### config.mk
export PLATFORM = sky130hd
export DESIGN_NAME = uart_boot_loader
export DESIGN_NICKNAME = d
export VERILOG_FILES = /design/src/rtl/uart_boot_pkg.sv /design/src/rtl/uart_boot_loader.sv
export SDC_FILE = /design/constraint.sdc
export NUM_CORES = 1
export LEC_CHECK = 0
export CAP_MARGIN = 5
export CORE_MARGIN = 1.5
export CORE_UTILIZATION = 45
export CTS_BUF_LIST = sky130_fd_sc_hd__clkbuf_2
export CTS_CLUSTER_SIZE = 14
export DETAILED_ROUTE_END_ITERATION = 10
export DONT_BUFFER_PORTS = 1
export SETUP_SLACK_MARGIN = 0.1
export SLEW_MARGIN = 20
export SYNTH_ARGS = -nofsm -noshare
export SYNTH_HDL_FRONTEND = slang
export SYNTH_SLANG_ARGS = --single-unit
### constraint.sdc
create_clock -name clk -period 5.3 [get_ports clk]
set_input_delay 0.795 -clock clk [delete_from_list [all_inputs] [get_ports clk]]
set_output_delay 0.795 -clock clk [all_outputs]
set_load 0.03 [all_outputs]
### src/rtl/uart_boot_pkg.sv
// Shared frame-parser states and sync byte values for the UART boot loader.
// Pure declarations; no logic, no latency, no flow control.
package uart_boot_pkg;

  typedef enum logic [2:0] {
    IDLE,
    ADDR_HI,
    ADDR_LO,
    LEN_HI,
    LEN_LO,
    DATA,
    CSUM
  } state_t;

  localparam logic [7:0] SYNC_LOAD = 8'hA5;
  localparam logic [7:0] SYNC_RUN  = 8'h5A;

endpackage

### src/rtl/uart_boot_loader.sv
// Parses A5 load frames from a UART byte stream into 32-bit RAM writes; 5A releases the core.
// ram_we follows the 4th byte of a word by one cycle; no backpressure, a byte may arrive every cycle.
module uart_boot_loader
  import uart_boot_pkg::*;
#(
  parameter int ADDR_W      = 13,
  parameter int TIMEOUT_CYC = 5000000
) (
  input  logic              clk,
  input  logic              rst,
  input  logic [7:0]        rx_data,
  input  logic              rx_valid,
  output logic [ADDR_W-1:0] ram_addr,
  output logic [31:0]       ram_data,
  output logic              ram_we,
  output logic              core_run,
  output logic              busy,
  output logic              err
);

  localparam int TO_W = (TIMEOUT_CYC > 1) ? $clog2(TIMEOUT_CYC) : 1;

  state_t            state;
  state_t            nxt;
  logic [TO_W-1:0]   idle_cnt;
  logic [7:0]        addr_hi;
  logic [7:0]        len_hi;
  logic [15:0]       words_left;
  logic [1:0]        lane;
  logic [23:0]       word_buf;
  logic [7:0]        csum;
  logic              timeout;

  assign busy    = (state != IDLE);
  assign timeout = busy && !rx_valid && (idle_cnt == TO_W'(TIMEOUT_CYC - 1));

  always_ff @(posedge clk or posedge rst) begin
    if (rst) state <= IDLE;
    else     state <= nxt;
  end

  always_comb begin
    nxt = state;
    if (timeout) begin
      nxt = IDLE;
    end else if (rx_valid) begin
      case (state)
        IDLE:    if (rx_data == SYNC_LOAD) nxt = ADDR_HI;
        ADDR_HI: nxt = ADDR_LO;
        ADDR_LO: nxt = LEN_HI;
        LEN_HI:  nxt = LEN_LO;
        LEN_LO:  nxt = ({len_hi, rx_data} == 16'd0) ? CSUM : DATA;
        DATA:    if (lane == 2'd3 && words_left == 16'd1) nxt = CSUM;
        CSUM:    nxt = IDLE;
        default: nxt = IDLE;
      endcase
    end
  end

  always_ff @(posedge clk or posedge rst) begin
    if (rst) begin
      ram_addr   <= '0;
      ram_data   <= '0;
      ram_we     <= 1'b0;
      core_run   <= 1'b0;
      err        <= 1'b0;
      idle_cnt   <= '0;
      addr_hi    <= '0;
      len_hi     <= '0;
      words_left <= '0;
      lane       <= '0;
      word_buf   <= '0;
      csum       <= '0;
    end else begin
      ram_we <= 1'b0;
      // Post-increment after each write; a new ADDR_LO below overrides it.
      if (ram_we) ram_addr <= ram_addr + ADDR_W'(1);

      if (!busy || rx_valid || timeout) idle_cnt <= '0;
      else                              idle_cnt <= idle_cnt + TO_W'(1);

      if (timeout) begin
        err <= 1'b1;
      end else if (rx_valid) begin
        case (state)
          IDLE: begin
            if (rx_data == SYNC_LOAD) begin
              err  <= 1'b0;
              csum <= '0;
              lane <= '0;
            end else if (rx_data == SYNC_RUN) begin
              core_run <= 1'b1;
            end
          end
          ADDR_HI: begin
            addr_hi <= rx_data;
            csum    <= csum ^ rx_data;
          end
          ADDR_LO: begin
            ram_addr <= ADDR_W'({addr_hi, rx_data});
            csum     <= csum ^ rx_data;
          end
          LEN_HI: begin
            len_hi <= rx_data;
            csum   <= csum ^ rx_data;
          end
          LEN_LO: begin
            words_left <= {len_hi, rx_data};
            lane       <= '0;
            csum       <= csum ^ rx_data;
          end
          DATA: begin
            csum <= csum ^ rx_data;
            lane <= lane + 2'd1;
            case (lane)
              2'd0:    word_buf[7:0]   <= rx_data;
              2'd1:    word_buf[15:8]  <= rx_data;
              2'd2:    word_buf[23:16] <= rx_data;
              default: begin
                ram_data   <= {rx_data, word_buf};
                ram_we     <= 1'b1;
                words_left <= words_left - 16'd1;
              end
            endcase
          end
          CSUM: begin
            if (rx_data != csum) err <= 1'b1;
          end
          default: ;
        endcase
      end
    end
  end

endmodule

==> metrics.md <==
| Metric | Value |
|---|---|
| Critical path arrival | `2.59 ns` |
| Antenna-violating nets left | `0` |
| CTS HTree Levels | `4` |
| Worst Setup Start Kind | `flip-flop` |
| Final Skew | `0.0354 ns` |
| Crit path max fanout | `14` |
| Gr usage total | `0.199` |
| Drc violations | `0` |
| Worst setup EP type | `output port` |
| Slowest cell on crit path | `nor3_1` |
| Initial Utilization | `0.467` |
| Fin. max-slew vios | `0` |
| Detailed-route vias per instance | `5.85` |
| Synth Cell Area | `0.00656 mm²` |
| Internal | `1.98 mW` |
| Die H | `124 µm` |
| Switching Fraction | `0.427` |
| Cells after Synth | `600` |
| Post-layout min period | `3.38 ns` |
| Maximum vdd drop | `0.000222 V` |
| Core ar. | `0.0140 mm²` |
| HPWL after detailed placement | `9260 µm` |
| CP startpoint | `state[0]` |
| Worst Tran Pin Value | `0.968 ns` |
| Post_cts resized | `0` |
| Ports | `60` |
| Post-synth ARST share | `1.00` |
| Critical path's top delay family | `simple AND/OR/NAND/NOR gates` |
| Synth-to-layout area growth | `4.94%` |
| Vias in the first global route | `4587` |
| EDFF count, synth | `0` |
| Initial antenna violation count | `0` |
| Slew headroom | `0.350` |
| CP Class | `reg -> out` |
| Total wire length | `14300 µm` |
| Core Util, Final | `0.490` |
| Fin nets | `611` |
| Post-CTS Setup Inserts | `0` |
| Reg2reg start | `state[0]` |
| Number of port buffers | `0` |
| Root Driver | `clkbuf_2` |
| Grt total ovfl | `0` |
| Worst-Skew Late Latency | `0.68 ns` |
| Wirelength per Cell | `18.2 µm` |
| Hold_buf cts | `0` |
| Clock sink total | `137` |
| Dpl cell area | `0.00669 mm²` |
| Synth Area in Simple Gates | `0.173` |
| Crit. path cell count | `2` |
| Via count | `4587` |
| Logic pwr share | `0.260` |
| Layout cells sized above 1 | `0.195` |
| Run status | `completed` |
| Leak pwr | `2.92 nW` |
| Top FF cell, synth | `dfrtp_1` |
| Cts bufs inserted | `17` |
| Cell Chain, Critical Path | `nor3_1 > inv_1` |
| Post-synthesis compound-gate area fraction | `0.0933` |
| RePlAce Congestion | `0.801` |
| Final Instance Area | `0.00688 mm²` |
| DIE WIDTH | `124 µm` |
| Register share of total power | `0.588` |
| Buf+Inv Stages, Crit Path | `1` |
| Req. time, crit path | `4.51 ns` |
| Final hold viol count | `0` |
| PwrDens | `502 mW/mm²` |
| Area of the die | `0.0153 mm²` |
| First-pass GRT wire length | `23400 µm` |
| Clk buf depth | `2` |
| Floorplan row count | `43` |
| Mux contribution to synthesized area | `0.120` |
| FF-to-FF path depth | `5` |
| Synth warnings | `0` |
| RSZ-0062 raised after global routing | `false` |
| DR iter-0 viols | `340` |
| Post-synthesis sequential area ratio | `0.523` |
| Sw Pwr | `1.48 mW` |
| Seq cells post-synth | `137` |
| Part of the power in the clock network | `0.152` |
| Synthesized area per cell | `10.9 µm²` |
| Setup TNS | `0 ns` |
| Pin count of the biggest net entering global routing | `101` |
| Fin crit share | `0.638` |
| Syn Nets | `620` |
| DR pass1 iterations | `5` |
| Fmax | `296 MHz` |
| Main combinational cell family by area after synthesis | `simple AND/OR/NAND/NOR gates` |
| Largest stage delay on the critical path | `0.84 ns` |
| Ant diodes | `0` |
| Commonest cells after routing, fill and taps aside | `dfrtp_1 (137), mux2_2 (69), nor2_1 (59), o21ai_0 (34), nand2_1 (30)` |
| Max-cap violations | `0` |
| CTS tree | `done` |
| Post-synthesis cell type count | `58` |
| Worst hold path class | `in -> async` |
| Post-synthesis adder-cell area fraction | `0.0172` |
| Post-Synth XOR/XNOR Area | `0.0441` |
| CTS clk-pin slew, worst paths | `0.21 ns` |
| Most common cell after layout, fill and taps aside | `dfrtp_1` |
| Endpoints failing setup | `0` |
| Power Total | `3.46 mW` |
cell usage after synthesis, types with 6 or more instances:
master     count  area (µm²)
mux2_2        69         777
xor2_1        10        87.6
nor2_1        60         225
nand2_1       30         113
nand2b_1      15        93.8
clkbuf_1      20        75.1
dfrtp_1      137        3430
a31oi_1        6        37.5
nand3_1       17        85.1
nor3_1        16        80.1
o2bb2ai_1      8        70.1
and3_1         7        43.8
buf_2         10        50.1
o22a_1         8        70.1
xnor2_1       23         201
nand4_1       13        81.3
a21oi_1       15        75.1
o21ai_0       34         170
nor4_1        19         119
inv_1         16        60.1
ha_1           9         113
power by group through the flow:
stage	sequential [mW]	clock [mW]	combinational, mW
3_5_place_dp	2.06	0	0.898
5_1_grt	2.10	0.596	1.02
3_3_place_gp	2.04	0	0.867
4_1_cts	2.04	0.553	0.901
6_report	2.03	0.527	0.898
2_1_floorplan	1.93	0	0.792
state kept, by name, summed over array words and instances, names as in the netlist:
name,count
addr_hi,5
core_run,1
csum,8
err,1
idle_cnt,23
lane,2
len_hi,8
ram_addr,13
ram_data,32
ram_we,1
state,3
word_buf,24
words_left,16
routing by layer:
layer | vias to the layer above | global-route usage | share of wire | routed length [µm]
met5 | - | 0 | 0 | 0
met4 | 0 | 0.0503 | 0.0068 | 97
met3 | 8 | 0.0577 | 0.054 | 767
met2 | 104 | 0.311 | 0.48 | 6820
met1 | 2336 | 0.273 | 0.46 | 6610
li1 | 2139 | - | - | -
metrics by stage:
stage	hold WS [ns]	setup slack, ns	instances
global placement	0.463	2.49	752
floorplan	0.446	0.837	600
CTS	0.0944	1.87	784
detailed placement	0.468	2.34	752
global route	0.0887	1.67	784
finish	0.154	1.92	784
logic make-up (layout without fill, tap and decap cells):
kind of cell,after synthesis,in the layout
mux,70,70
simple gates,210,210
flops,137,137
xor+xnor,33,33
compound gates,93,93
buf+inv,48,52
fa+ha+maj,9,9
cell type report:
cell class,instances,area [µm²]
Multi-Input combinational cell,415,2950
Clock buffer,18,90.1
Inverter,17,68.8
Sequential cell,137,3430
Fill cell,1262,7160
Tap cell,180,225
Clock inverter,14,97.6
Timing Repair Buffer,3,22.5
path summary, 6_finish.rpt:
| path | endpoint | slack [ns] |
|---|---|---|
| setup / recovery | busy | 1.92 |
| hold / removal | csum[1] | 0.15 |
| setup reg to reg | state[1] | 2.25 |
| hold reg to reg | ram_addr[12] | 0.51 |
| max in group asynchronous | word_buf[4] | 4.12 |
| min in group clk | ram_addr[7] | 0.21 |
No activity file was read; power rests on OpenSTA's default activity.
